--- src/rtl/ld_operand_fetch_pkg.sv ---
// Shared definitions for the MIX load operand-fetch slice: word/field layout,
// memory size and the fetch FSM encoding.
package ld_operand_fetch_pkg;

   localparam int MEM_WORDS_DEF = 4000;
   localparam int ADDR_W        = 12;
   localparam int FIELD_W       = 6;

   // MIX word: sign bit above five 6-bit bytes, byte 1 most significant.
   localparam int BYTE_W    = 6;
   localparam int NUM_BYTES = 5;
   localparam int SIGN_BIT  = BYTE_W * NUM_BYTES;
   localparam int WORD_W    = SIGN_BIT + 1;

   // F = 8L + R
   localparam int FIELD_R_LSB = 0;
   localparam int FIELD_R_MSB = 2;
   localparam int FIELD_L_LSB = 3;
   localparam int FIELD_L_MSB = 5;
   localparam int MAX_R       = NUM_BYTES;

   typedef enum logic [2:0] {
      S_IDLE,
      S_READ,
      S_WAIT,
      S_ISSUE,
      S_HOLD,
      S_DONE
   } state_e;

endpackage

--- src/rtl/ld_operand_fetch_field_check.sv ---
// Combinational validity check of an effective address and an L:R field spec;
// shared by the load, store and compare fetch stages.
module field_check
   import ld_operand_fetch_pkg::*;
#(
   parameter int MEM_WORDS = MEM_WORDS_DEF
) (
   input  logic [ADDR_W-1:0]  addr_i,
   input  logic [FIELD_W-1:0] field_i,
   output logic               valid_o
);

   typedef logic [ADDR_W:0] addrExt_t;

   // One extra bit so a MEM_WORDS of 4096 still compares correctly.
   localparam addrExt_t AddrLimit = addrExt_t'(MEM_WORDS);

   logic [2:0] fieldR;
   logic [2:0] fieldL;

   assign fieldR  = field_i[FIELD_R_MSB:FIELD_R_LSB];
   assign fieldL  = field_i[FIELD_L_MSB:FIELD_L_LSB];
   assign valid_o = ({1'b0, addr_i} < AddrLimit) &&
                    (fieldR <= 3'(MAX_R)) &&
                    (fieldL <= fieldR);

endmodule

--- src/rtl/ld_operand_fetch.sv ---
// Operand-fetch stage for LDA/LDX/LD1-LD6 (and negated forms): validates M and F,
// reads the memory word, then hands it to the LD field-extraction unit.
module ld_operand_fetch
   import ld_operand_fetch_pkg::*;
#(
   parameter int MEM_WORDS   = MEM_WORDS_DEF,
   parameter int MEM_LATENCY = 1
) (
   input  logic               clk,
   input  logic               rst,
   input  logic               start,
   input  logic [ADDR_W-1:0]  address,
   input  logic [FIELD_W-1:0] field,
   input  logic               neg,
   output logic [ADDR_W-1:0]  mem_addr,
   output logic               mem_re,
   input  logic [WORD_W-1:0]  mem_data,
   output logic               ld_start,
   output logic [WORD_W-1:0]  ld_in,
   output logic [FIELD_W-1:0] ld_field,
   output logic               ld_neg,
   input  logic               ld_stop,
   output logic               stop,
   output logic               fault
);

   localparam logic [1:0] LatLoad = 2'(MEM_LATENCY - 1);

   state_e               state_q;
   logic [1:0]           latCnt_q;
   logic [FIELD_W-1:0]   capField_q;
   logic                 capNeg_q;
   logic [ADDR_W-1:0]    memAddr_q;
   logic                 memRe_q;
   logic                 ldStart_q;
   logic [WORD_W-1:0]    ldIn_q;
   logic [FIELD_W-1:0]   ldField_q;
   logic                 ldNeg_q;
   logic                 stop_q;
   logic                 fault_q;
   logic                 reqValid;

   // Validity is judged on the live request so IDLE can branch in the same edge it captures.
   field_check #(
      .MEM_WORDS (MEM_WORDS)
   ) u_fieldCheck (
      .addr_i  (address),
      .field_i (field),
      .valid_o (reqValid)
   );

   // Fetch sequencer; every output is a register written here.
   always_ff @(posedge clk or posedge rst) begin
      if (rst) begin
         state_q    <= S_IDLE;
         latCnt_q   <= '0;
         capField_q <= '0;
         capNeg_q   <= 1'b0;
         memAddr_q  <= '0;
         memRe_q    <= 1'b0;
         ldStart_q  <= 1'b0;
         ldIn_q     <= '0;
         ldField_q  <= '0;
         ldNeg_q    <= 1'b0;
         stop_q     <= 1'b0;
         fault_q    <= 1'b0;
      end else begin
         case (state_q)
            S_IDLE: begin
               if (start) begin
                  capField_q <= field;
                  capNeg_q   <= neg;
                  if (reqValid) begin
                     memAddr_q <= address;
                     memRe_q   <= 1'b1;
                     state_q   <= S_READ;
                  end else begin
                     stop_q  <= 1'b1;
                     fault_q <= 1'b1;
                     state_q <= S_DONE;
                  end
               end
            end
            S_READ: begin
               memRe_q  <= 1'b0;
               latCnt_q <= LatLoad;
               state_q  <= S_WAIT;
            end
            S_WAIT: begin
               // ld_* only change here, so they stay stable until the next valid fetch.
               if (latCnt_q == 2'd0) begin
                  ldIn_q    <= mem_data;
                  ldField_q <= capField_q;
                  ldNeg_q   <= capNeg_q;
                  ldStart_q <= 1'b1;
                  state_q   <= S_ISSUE;
               end else begin
                  latCnt_q <= latCnt_q - 2'd1;
               end
            end
            S_ISSUE: begin
               ldStart_q <= 1'b0;
               state_q   <= S_HOLD;
            end
            S_HOLD: begin
               if (ld_stop) begin
                  stop_q  <= 1'b1;
                  fault_q <= 1'b0;
                  state_q <= S_DONE;
               end
            end
            S_DONE: begin
               stop_q  <= 1'b0;
               fault_q <= 1'b0;
               state_q <= S_IDLE;
            end
            default: begin
               state_q <= S_IDLE;
            end
         endcase
      end
   end

   assign mem_addr = memAddr_q;
   assign mem_re   = memRe_q;
   assign ld_start = ldStart_q;
   assign ld_in    = ldIn_q;
   assign ld_field = ldField_q;
   assign ld_neg   = ldNeg_q;
   assign stop     = stop_q;
   assign fault    = fault_q;

endmodule

--- config.mk ---
export PLATFORM = sky130hd
export DESIGN_NAME = ld_operand_fetch
export DESIGN_NICKNAME = d
export VERILOG_FILES = /design/src/rtl/ld_operand_fetch_pkg.sv /design/src/rtl/ld_operand_fetch_field_check.sv /design/src/rtl/ld_operand_fetch.sv
export SDC_FILE = /design/constraint.sdc
export NUM_CORES = 1
export LEC_CHECK = 0
export ABC_AREA = 1
export BUFFER_PORTS_ARGS = -buffer_cell sky130_fd_sc_hd__buf_2
export CORE_ASPECT_RATIO = 0.6
export CORE_UTILIZATION = 38
export DETAILED_ROUTE_END_ITERATION = 8
export MAX_ROUTING_LAYER = met4
export PLACE_DENSITY = 0.64
export SETUP_SLACK_MARGIN = 0.02
export SLEW_MARGIN = 40
export SYNTH_ARGS = -nofsm -noshare
export SYNTH_HDL_FRONTEND = slang
export SYNTH_SLANG_ARGS = --single-unit
--- constraint.sdc ---
create_clock -name clk -period 3.1 [get_ports clk]
set_input_delay 0.155 -clock clk [delete_from_list [all_inputs] [get_ports clk]]
set_output_delay 0.155 -clock clk [all_outputs]
set_load 0.05 [all_outputs]
# Yosys cells after proc, flatten, opt, wreduce, memory -nomap -nowiden
# Cells that the tools add are included.
[classes] eq_ne=11 n_reduce_logical=16 add_sub_neg=1 magnitude_cmp=3 mux=18
[ops] cell="$pmux 3 s5" count=1
[ops] cell="$lt 12x12->1 const B" count=1
[ops] cell="$mux 3" count=4
[ops] cell="$ne 2x2->1 const B" count=6
[ops] cell="$reduce_and 3->1" count=3
[ops] cell="$reduce_and 2->1" count=4
[ops] cell="$mux 1" count=7
[ops] cell="$eq 3x2->1 const B" count=2
[ops] cell="$eq 3x3->1 const B" count=2
[ops] cell="$pmux 1 s3" count=2
[ops] cell="$reduce_bool 2->1" count=3
[ops] cell="$pmux 1 s2" count=2
[ops] cell="$pmux 2 s2" count=1
[ops] cell="$reduce_and 4->1" count=1
[ops] cell="$eq 3x1->1 const B" count=1
[ops] cell="$le 3x3->1" count=1
[ops] cell="$le 3x3->1 const B" count=1
[ops] cell="$logic_not 3->1" count=1
[ops] cell="$reduce_bool 3->1" count=1
[ops] cell="$logic_and 1x1->1" count=2
[ops] cell="$logic_not 2->1" count=1
[ops] cell="$mux 2" count=1
[ops] cell="$sub 2x1->2 const B" count=1
[totals] regBits=66 out_inout_bits=54 word_cells=61

# Logic depth before layout (Yosys ltp)
# Gate-level depths: netlist (run 1).
[depth] ltp_word=6 ltp_mapped=11

# Hierarchy
# Synthesis (run 1) repeated with hierarchy kept, for this count alone.
[unflattened] hier_cells=331 hier_area_um2=2800.2
[by_module_without_submodules] mod="ld_operand_fetch" instances=1 cells_each=306 area_per_inst_um2=2680.1
[by_module_without_submodules] mod="field_check" instances=1 cells_each=25 area_per_inst_um2=120.1

# Worst setup path after synthesis (run 1)
# OpenSTA, ideal clock, no wires.
[synth_path] path_kind="reg-to-reg" from="reg state_q[2]" to="reg ldField_q[1], in the netlist ld_field[1]" period_less_slack_ns=1.334 path_slack_ns=1.766 arrival_ns=1.209 path_stages_with_launch=7 path_buffers=1 cell_sequence="dfrtp_1 -> nor2_2 -> nand2_2 -> inv_2 -> nand2_4 -> buf_6 -> mux2_4"
[synth_via] elab_chain_cells=2
[synth_lines] element="from (decl)" line="ld_operand_fetch.sv:29" rtl="state_e state_q;"
[synth_lines] element="from (signal assigned)" line="ld_operand_fetch.sv:55" rtl="state_q <= S_IDLE;"
[synth_lines] element="from (signal assigned)" line="ld_operand_fetch.sv:76" rtl="state_q <= S_READ;"
[synth_lines] element="from (signal assigned)" line="ld_operand_fetch.sv:80" rtl="state_q <= S_DONE;"
[synth_lines] element="$eq 3x2->1" line="ld_operand_fetch.sv:68" rtl="case (state_q)"
[synth_lines] element="$reduce_and 2->1 (no source line)"
[synth_lines] element="to (signal assigned)" line="ld_operand_fetch.sv:93" rtl="ldField_q <= capField_q;"
[synth_lines] element="to (decl)" line="ld_operand_fetch.sv:37" rtl="logic [FIELD_W-1:0] ldField_q;"
# No other way between the ends.
# A chain may end at the register's enable or synchronous reset.

# Final worst setup path (run 1)
[layout_path] from="reg state_q[2]" to="reg ldIn_q[3], in the netlist ld_in[3]"
[layout_via] elab_chain_cells=2
[layout_lines] element="$eq 3x2->1" line="ld_operand_fetch.sv:68"
[layout_lines] element="$reduce_and 2->1 (no source line)"
[layout_lines] element="to (signal assigned)" line="ld_operand_fetch.sv:92" rtl="ldIn_q <= mem_data;"
[layout_lines] element="to (decl)" line="ld_operand_fetch.sv:36" rtl="logic [WORD_W-1:0] ldIn_q;"
# No other way between the ends.

==> reports/qor.yml, run 1 <==
clk_path_buf_depth: 2
vias_per_cell: 4.487
syn_inst: 244
hpwl_mm: 4.196
yosysMostFrequentCell: "nand2_1"
worstPathArrival_ns: 1.94
die_w_um: 113.5
yosys.cell_types.count: 21
clock_latency_ns: 0.33
synth.area.top_cells: "dfrtp_1 58%, mux2_4 16%, nand2_1 9.5%"
firstDrtPassIters: 4
grt_max_degree: 47
postCtsSetupRepairBufs: 0
cts_tree: "yes"
synth.cell_area_um2: 2833
seqCellArea_um2: 1652
cts.clk_slew.worst_paths_ns: 0.05
maxSlewHeadroom: 0.5329
holdBufCountCts: 1
cap_violations: 0
rows: 23
seq_area_frac_synth: 0.5830
period_needed_ns: 1.738
ys.flop_type: "dfrtp_1"
synthArstFlopShare: 1.000
ios: 108
grt-ovfl-total: 0
ant_nets: 0
syn_avg_cell_area_um2: 11.61
grt_pass1_vias: 1858
pre_cts_slack_ns: 1.315
track_usage: 0.1665
yosys_register_bits: 66
wl_per_cell_um: 12.72
hold_viol: 0
synth_top_area_cell: "dfrtp_1"
h-tree-depth: 3
fin_setup_tns_ns: 0
crit_path_top_delay_cell: "nand2_4"
grt_pass1_wl_mm: 9.252
antenna_found_initial: 0
synth_top_area_frac: 0.5830
multiInputGateArea_um2: 1035
tightest_slew_ns: 0.7000
antennaDiodeCount: 0
setup_viol: 0
start_kind: "flip-flop"
place.gp.congestion: 0.7972
post_cts_resized: 0
nFillCells: 627
core_um2: 6935
nets: 416
dieArea_um2: 7815
worst_slack_ns: 1.362
critical_path.max_stage_delay_ns: 0.51
yosys_warnings: 0
die_h_um: 68.88
synthToLayoutAreaGrowth_pct: 32.55
syn_nets: 302
cts_root_buf: "clkbuf_16"
hp-class: "input pin to flip-flop"
drc: 0
cp.required_ns: 3.30
crit_type: "flip-flop to flip-flop"
drt_iter0_markers: 64
period_share: 0.5608
cts_buffers: 9
cts.sinks: 66
grt_setup_unrepaired: "false"
synth_edf_count: 0
drive_above_1_share: 0.4669
io_buffers: 107
cp_cell_sequence: "nor2_2 -> nand2_2 -> inv_2 -> nand2_4 -> mux2_2"
max_freq_ghz: 0.5752
clock_skew_ns: 0.004297
synthTopCellsByCount: "72 x nand2_1, 66 x dfrtp_1, 31 x mux2_4"
slew_viol_final: 0
outcome: "finished, final reports clean"
end_kind: "flip-flop"
critPathMaxFanout: 43
vias: 2073
initial_utilization: 0.4084
wl_mm: 5.876
-- worst max-delay path, delay by kind of cell (launching register included) --
kind,cells,cell delay [ns]
AND/OR/NAND/NOR,3,0.68
flip-flops,1,0.46
multiplexers,1,0.41
buffers and inverters,1,0.05
-- metrics by stage --
step	hold slack (ns)	utilization	instances	cell area [µm²]
2_1_floorplan	0.2716	-	244	2833
3_3_place_gp	0.3557	0.4956	446	3437
3_5_place_dp	0.2715	0.4959	446	3440
4_1_cts	0.01544	0.5414	462	3755
5_1_grt	0.01749	0.5414	462	3755
6_report	0.03190	0.5414	462	3755
-- routing by layer --
metal | GRT usage | wire (µm) | share of wire
met1 | 0.2137 | 2978 | 0.51
met2 | 0.2271 | 2369 | 0.40
met3 | 0.06906 | 445 | 0.076
met4 | 0.07895 | 82 | 0.014
met5 | - | 0 | 0
-- layout make-up --
class,instances,area share
flip-flops and latches,66,0.4399
multi-input cells,150,0.2756
repair buffers,109,0.1473
clock buffers,13,0.07198
well taps,100,0.03332
inverters,22,0.02266
clock inverters,2,0.009330
-- state kept, by name, indices dropped and copies added, names as in the netlist --
name / flops
ld_field: 6
latCnt_q: 2
stop: 1
capField_q: 6
fault: 1
mem_addr: 12
state_q: 3
ld_start: 1
mem_re: 1
ld_neg: 1
ld_in: 31
capNeg_q: 1
-- final timing paths --
| kind | startpoint | to | slack [ns] | cells after the start |
|---|---|---|---|---|
| worst max register to register | state_q[2] | ld_in[3] | 1.36 | 5 |
| worst min-delay path | address[4] | mem_addr[4] | 0.03 | 3 |
| worst min register to register | mem_addr[3] | mem_addr[3] | 0.47 | 2 |
| max in group asynchronous | rst | stop | 1.93 | 4 |
| worst max-delay path | state_q[2] | ld_in[3] | 1.36 | 5 |
| min in group asynchronous | rst | ld_in[6] | 0.46 | 3 |
-- cells by family after synthesis --
logic type / synth area share
muxes: 0.1762
adders and majority gates: 0.01767
and+or+nand+nor: 0.1409
AOI/OAI and AO/OA: 0.03048
buffers and inverters: 0.05168
DFF: 0.5830
-- layout by cell type, fill, tap and decap left out, types with 3 or more instances in the layout --
cell       netlist  layout
buf_2            0     107
clkbuf_16        0       9
clkbuf_8         0       3
dfrtp_1         66      66
ha_1             4       4
inv_1           17      16
inv_2            5       5
mux2_2           3       3
mux2_4          31      31
nand2_1         72      72
nand2_2          3       3
nand3_1          6       6
nor2_1           7       7
o21ai_0         14      14
Power of run 1 is not shown: default switching activity piles up to over one toggle a cycle in this logic, so the estimate is an artifact.
==> run 2, diff against run 1 <==
--- a/config.mk
+++ b/config.mk
@@ -5,13 +5,13 @@
 export SDC_FILE = /design/constraint.sdc
 export NUM_CORES = 1
 export LEC_CHECK = 0
-export ABC_AREA = 1
+export ABC_AREA = 0
 export BUFFER_PORTS_ARGS = -buffer_cell sky130_fd_sc_hd__buf_2
 export CORE_ASPECT_RATIO = 0.6
 export CORE_UTILIZATION = 38
 export DETAILED_ROUTE_END_ITERATION = 8
 export MAX_ROUTING_LAYER = met4
-export PLACE_DENSITY = 0.64
+export PLACE_DENSITY = 0.66
 export SETUP_SLACK_MARGIN = 0.02
 export SLEW_MARGIN = 40
 export SYNTH_ARGS = -nofsm -noshare
==> constraint.sdc (replaced) <==
create_clock -name clk -period 1.45 [get_ports clk]
set_input_delay 0.0725 -clock clk [delete_from_list [all_inputs] [get_ports clk]]
set_output_delay 0.0725 -clock clk [all_outputs]
set_load 0.05 [all_outputs]
==> run 2 against run 1 <==
Effect of this change: via count rose by 5.2%; global-route usage rose by 3.3 points; synthesized area fell by 1.7%; cell area rose by 21%; wire length rose by 18%; critical path depth did not move; clock skew barely moved; count of clock-buffer cells in the layout rose by 1; the run now ends with negative setup slack left; maximum frequency rose by 17%; setup slack got worse by 1.4 ns; critical path type unchanged; register-to-register slack got worse by 1.4 ns.
==> reports/qor.yml, run 2 <==
seq_area_frac_synth: 0.5933  # +0.01022
final_common_cell: "buf_2"
fin_setup_tns_ns: -0.4003  # -0.4003 ns
layout_common_cells: "107 x buf_2, 64 x dfrtp_1, 49 x dlygate4sd3_1, 33 x mux2_4, 24 x mux2_1"
slew_viol_final: 0  # unchanged
grtUsageMet3: 0.06997  # +0.0009175
min_to: "capField_q[4]"
cts_root_buf: "clkbuf_16"
place.gp.congestion: 0.7593  # -4.8%
ant_nets: 0  # unchanged
synthArstFlopShare: 1.000  # unchanged
place_inst: 400  # -10%
tightest_slew_ns: 0.3764  # -0.3237 ns
cpMostUsedCell: "nor2_4"
crit_start: "state_q[2]"
antennaDiodeCount: 0  # unchanged
core_um2: 6878  # -0.83%
synth_edf_count: 0  # unchanged
hold_ws_ns: 0.04327  # +0.01137 ns
period_share: 1.025  # +0.4642
dieArea_um2: 7684  # -1.7%
syn_nets: 251  # -17%
ios: 108  # unchanged
rows: 23  # unchanged
worstPathArrival_ns: 1.69  # -0.25 ns
cap_violations: 0  # unchanged
track_usage: 0.1997  # +0.03321
critPathMaxFanout: 29  # -33%
wl_mm: 6.957  # +18%
grt-ovfl-total: 0  # unchanged
fin_cells: 470  # +1.7%
synthTopCellsByCount: "66 x dfrtp_1, 47 x mux2_1, 10 x mux2_4"
clock_skew_ns: 0.004143  # -0.0001547 ns
power_uw: 11680
initial_utilization: 0.4048  # -0.003677
grt_pass1_vias: 2145  # +15%
pwr_density_cell_nw_per_um2: 2577
cp_cell_sequence: "nor2_4 -> nand2_4 -> nor2_4 -> buf_12 -> mux2_1"
cp.required_ns: 1.65  # -1.65 ns
end_kind: "flip-flop"
crit_type: "flip-flop to flip-flop"
crit_path_top_delay_cell: "dfrtp_2"
synth_top_area_cell: "dfrtp_1"
grt_pass1_wl_mm: 10.94  # +18%
outcome: "finished, violations left"
p_leak_uw: 0.002231
max_freq_ghz: 0.6729  # +17%
yosys_register_bits: 66  # unchanged
syn_inst: 193  # -21%
ys.flop_type: "dfrtp_1"
cts.clk_slew.worst_paths_ns: 0.05  # about the same
violations: "negative setup slack"
largest_reg_flops: 31  # unchanged
hpwl_mm: 4.198  # about the same
drt_iter0_markers: 74  # +16%
setup_viol: 27  # +27
clk_path_buf_depth: 2  # unchanged
h-tree-depth: 3  # unchanged
worst_slack_ns: -0.03619  # -1.398 ns
rr_endpoint: "ld_in[2]"
rr_worst_depth: 5  # unchanged
busiest_layer: "met2"
cts.sinks: 66  # unchanged
globalRouteMet2Util: 0.2911  # +0.06401
antenna_found_initial: 0  # unchanged
synth_top_area_frac: 0.5933  # +0.01022
hold_viol: 0  # unchanged
grt_use_met1: 0.2536  # +0.03999
hold_depth: 2  # -1
nets: 436  # +4.8%
critical_path.max_stage_delay_ns: 0.45  # -0.06 ns
synth.cell_area_um2: 2784  # -1.7%
io_buffers: 107  # unchanged
maxSlewHeadroom: 0.7491  # +0.2162
yosys_warnings: 0  # unchanged
firstDrtPassIters: 6  # +2
drc: 0  # unchanged
yosys.cell_types.count: 31  # +48%
start_kind: "flip-flop"
cts_buffers: 9  # unchanged
synthToLayoutAreaGrowth_pct: 62.79
r2r_setup_slack_ns: -0.04  # -1.40 ns
grt_max_degree: 67  # +43%
worstReg2RegStart: "state_q[2]"
wl_per_cell_um: 14.80  # +16%
cts_tree: "yes"
vias_per_cell: 4.638  # +3.4%
die_w_um: 112.5  # -0.85%
clock_latency_ns: 0.33  # about the same
worstHoldStart: "field[4]"
drive_above_1_share: 0.5248  # +0.05795
hp-class: "input pin to flip-flop"
vias: 2180  # +5.2%
synth.area.top_cells: "dfrtp_1 59%, mux2_1 19%, mux2_4 5.4%"
die_h_um: 68.30  # -0.84%
nFillCells: 503  # -20%
period_needed_ns: 1.486  # -0.2523 ns
peakVddDrop_v: 0.001309
yosysMostFrequentCell: "dfrtp_1"
grt_setup_unrepaired: "true"
syn_avg_cell_area_um2: 14.42  # +24%
==> run 2: changes by cell type after synthesis, sizes merged, moves of 2 or more <==
cell	change
nand2	-67
o21ai	-7
o31ai	+2
mux2	+23
inv	-13
nand3	-6
a31oi	+3
a21oi	+5
==> run 2: stage by stage <==
step                utilization  cell area [µm²]  setup slack [ns]
finish                   0.6589             4532          -0.03619
detailed placement       0.5294             3641           -0.1689
CTS                      0.6469             4449          -0.02616
global route             0.6589             4532          -0.08905
floorplan                     -             2897          -0.05991
global placement         0.5294             3641           -0.1374
==> run 2: worst max path at each step <==
stage	to	cells past startpoint	slack, ns
detailed placement	mem_addr[9]	7	-0.17
global route	ld_in[2]	6	-0.09
global placement	mem_addr[9]	7	-0.14
CTS	ld_in[8]	5	-0.03
floorplan	ld_field[5]	7	-0.06
finish	ld_in[2]	5	-0.04
==> run 2: cell families after synthesis <==
group           after synthesis  share of synthesized area
flops                        66                     0.5933
mux                          58                     0.2476
simple gates                 24                    0.04900
compound gates               23                    0.05214
buf+inv                      17                    0.03685
fa+ha+maj                     4                    0.01798
xor+xnor                      1                   0.003147
==> run 2: timing repair <==
item,CTS,global route
setup buffers,2,2
resized for setup,10,13
hold endpoints to repair,114,1
pin swaps,2,2
hold buffers,48,1
endpoints found under the setup margin,55,59
gates cloned,0,1
==> run 2: critical path: cells and delay by family (launching register included) <==
kind,cells,cell delay (ns)
buf+inv,1,0.22
simple gates,3,0.32
mux,1,0.35
flops,1,0.45
==> run 2: area by class of cell <==
type | instances | area (µm²) | area share
Sequential cell | 66 | 1654 | 0.3650
Multi-Input combinational cell | 111 | 1199 | 0.2645
Clock inverter | 2 | 10.01 | 0.002209
Tap cell | 87 | 108.9 | 0.02402
Timing Repair Buffer | 181 | 1246 | 0.2750
Clock buffer | 14 | 274.0 | 0.06046
Inverter | 9 | 40.04 | 0.008835
==> run 2: where the power goes <==
part | leakage, µW | internal, µW | switching, µW
sequential | 0.000786 | 2770 | 555
combinational | 0.00130 | 2230 | 4090
clock | 0.000143 | 1290 | 739
==> run 2: per-layer routing <==
metal  vias up  part of all wire  wire length, µm
met1      1046              0.48             3354
met2        80              0.45             3101
met5         -                 0                0
met4         0             0.011               74
met3         8             0.061              427
li1       1046                 -                -
(Power assumes the default switching activity.)
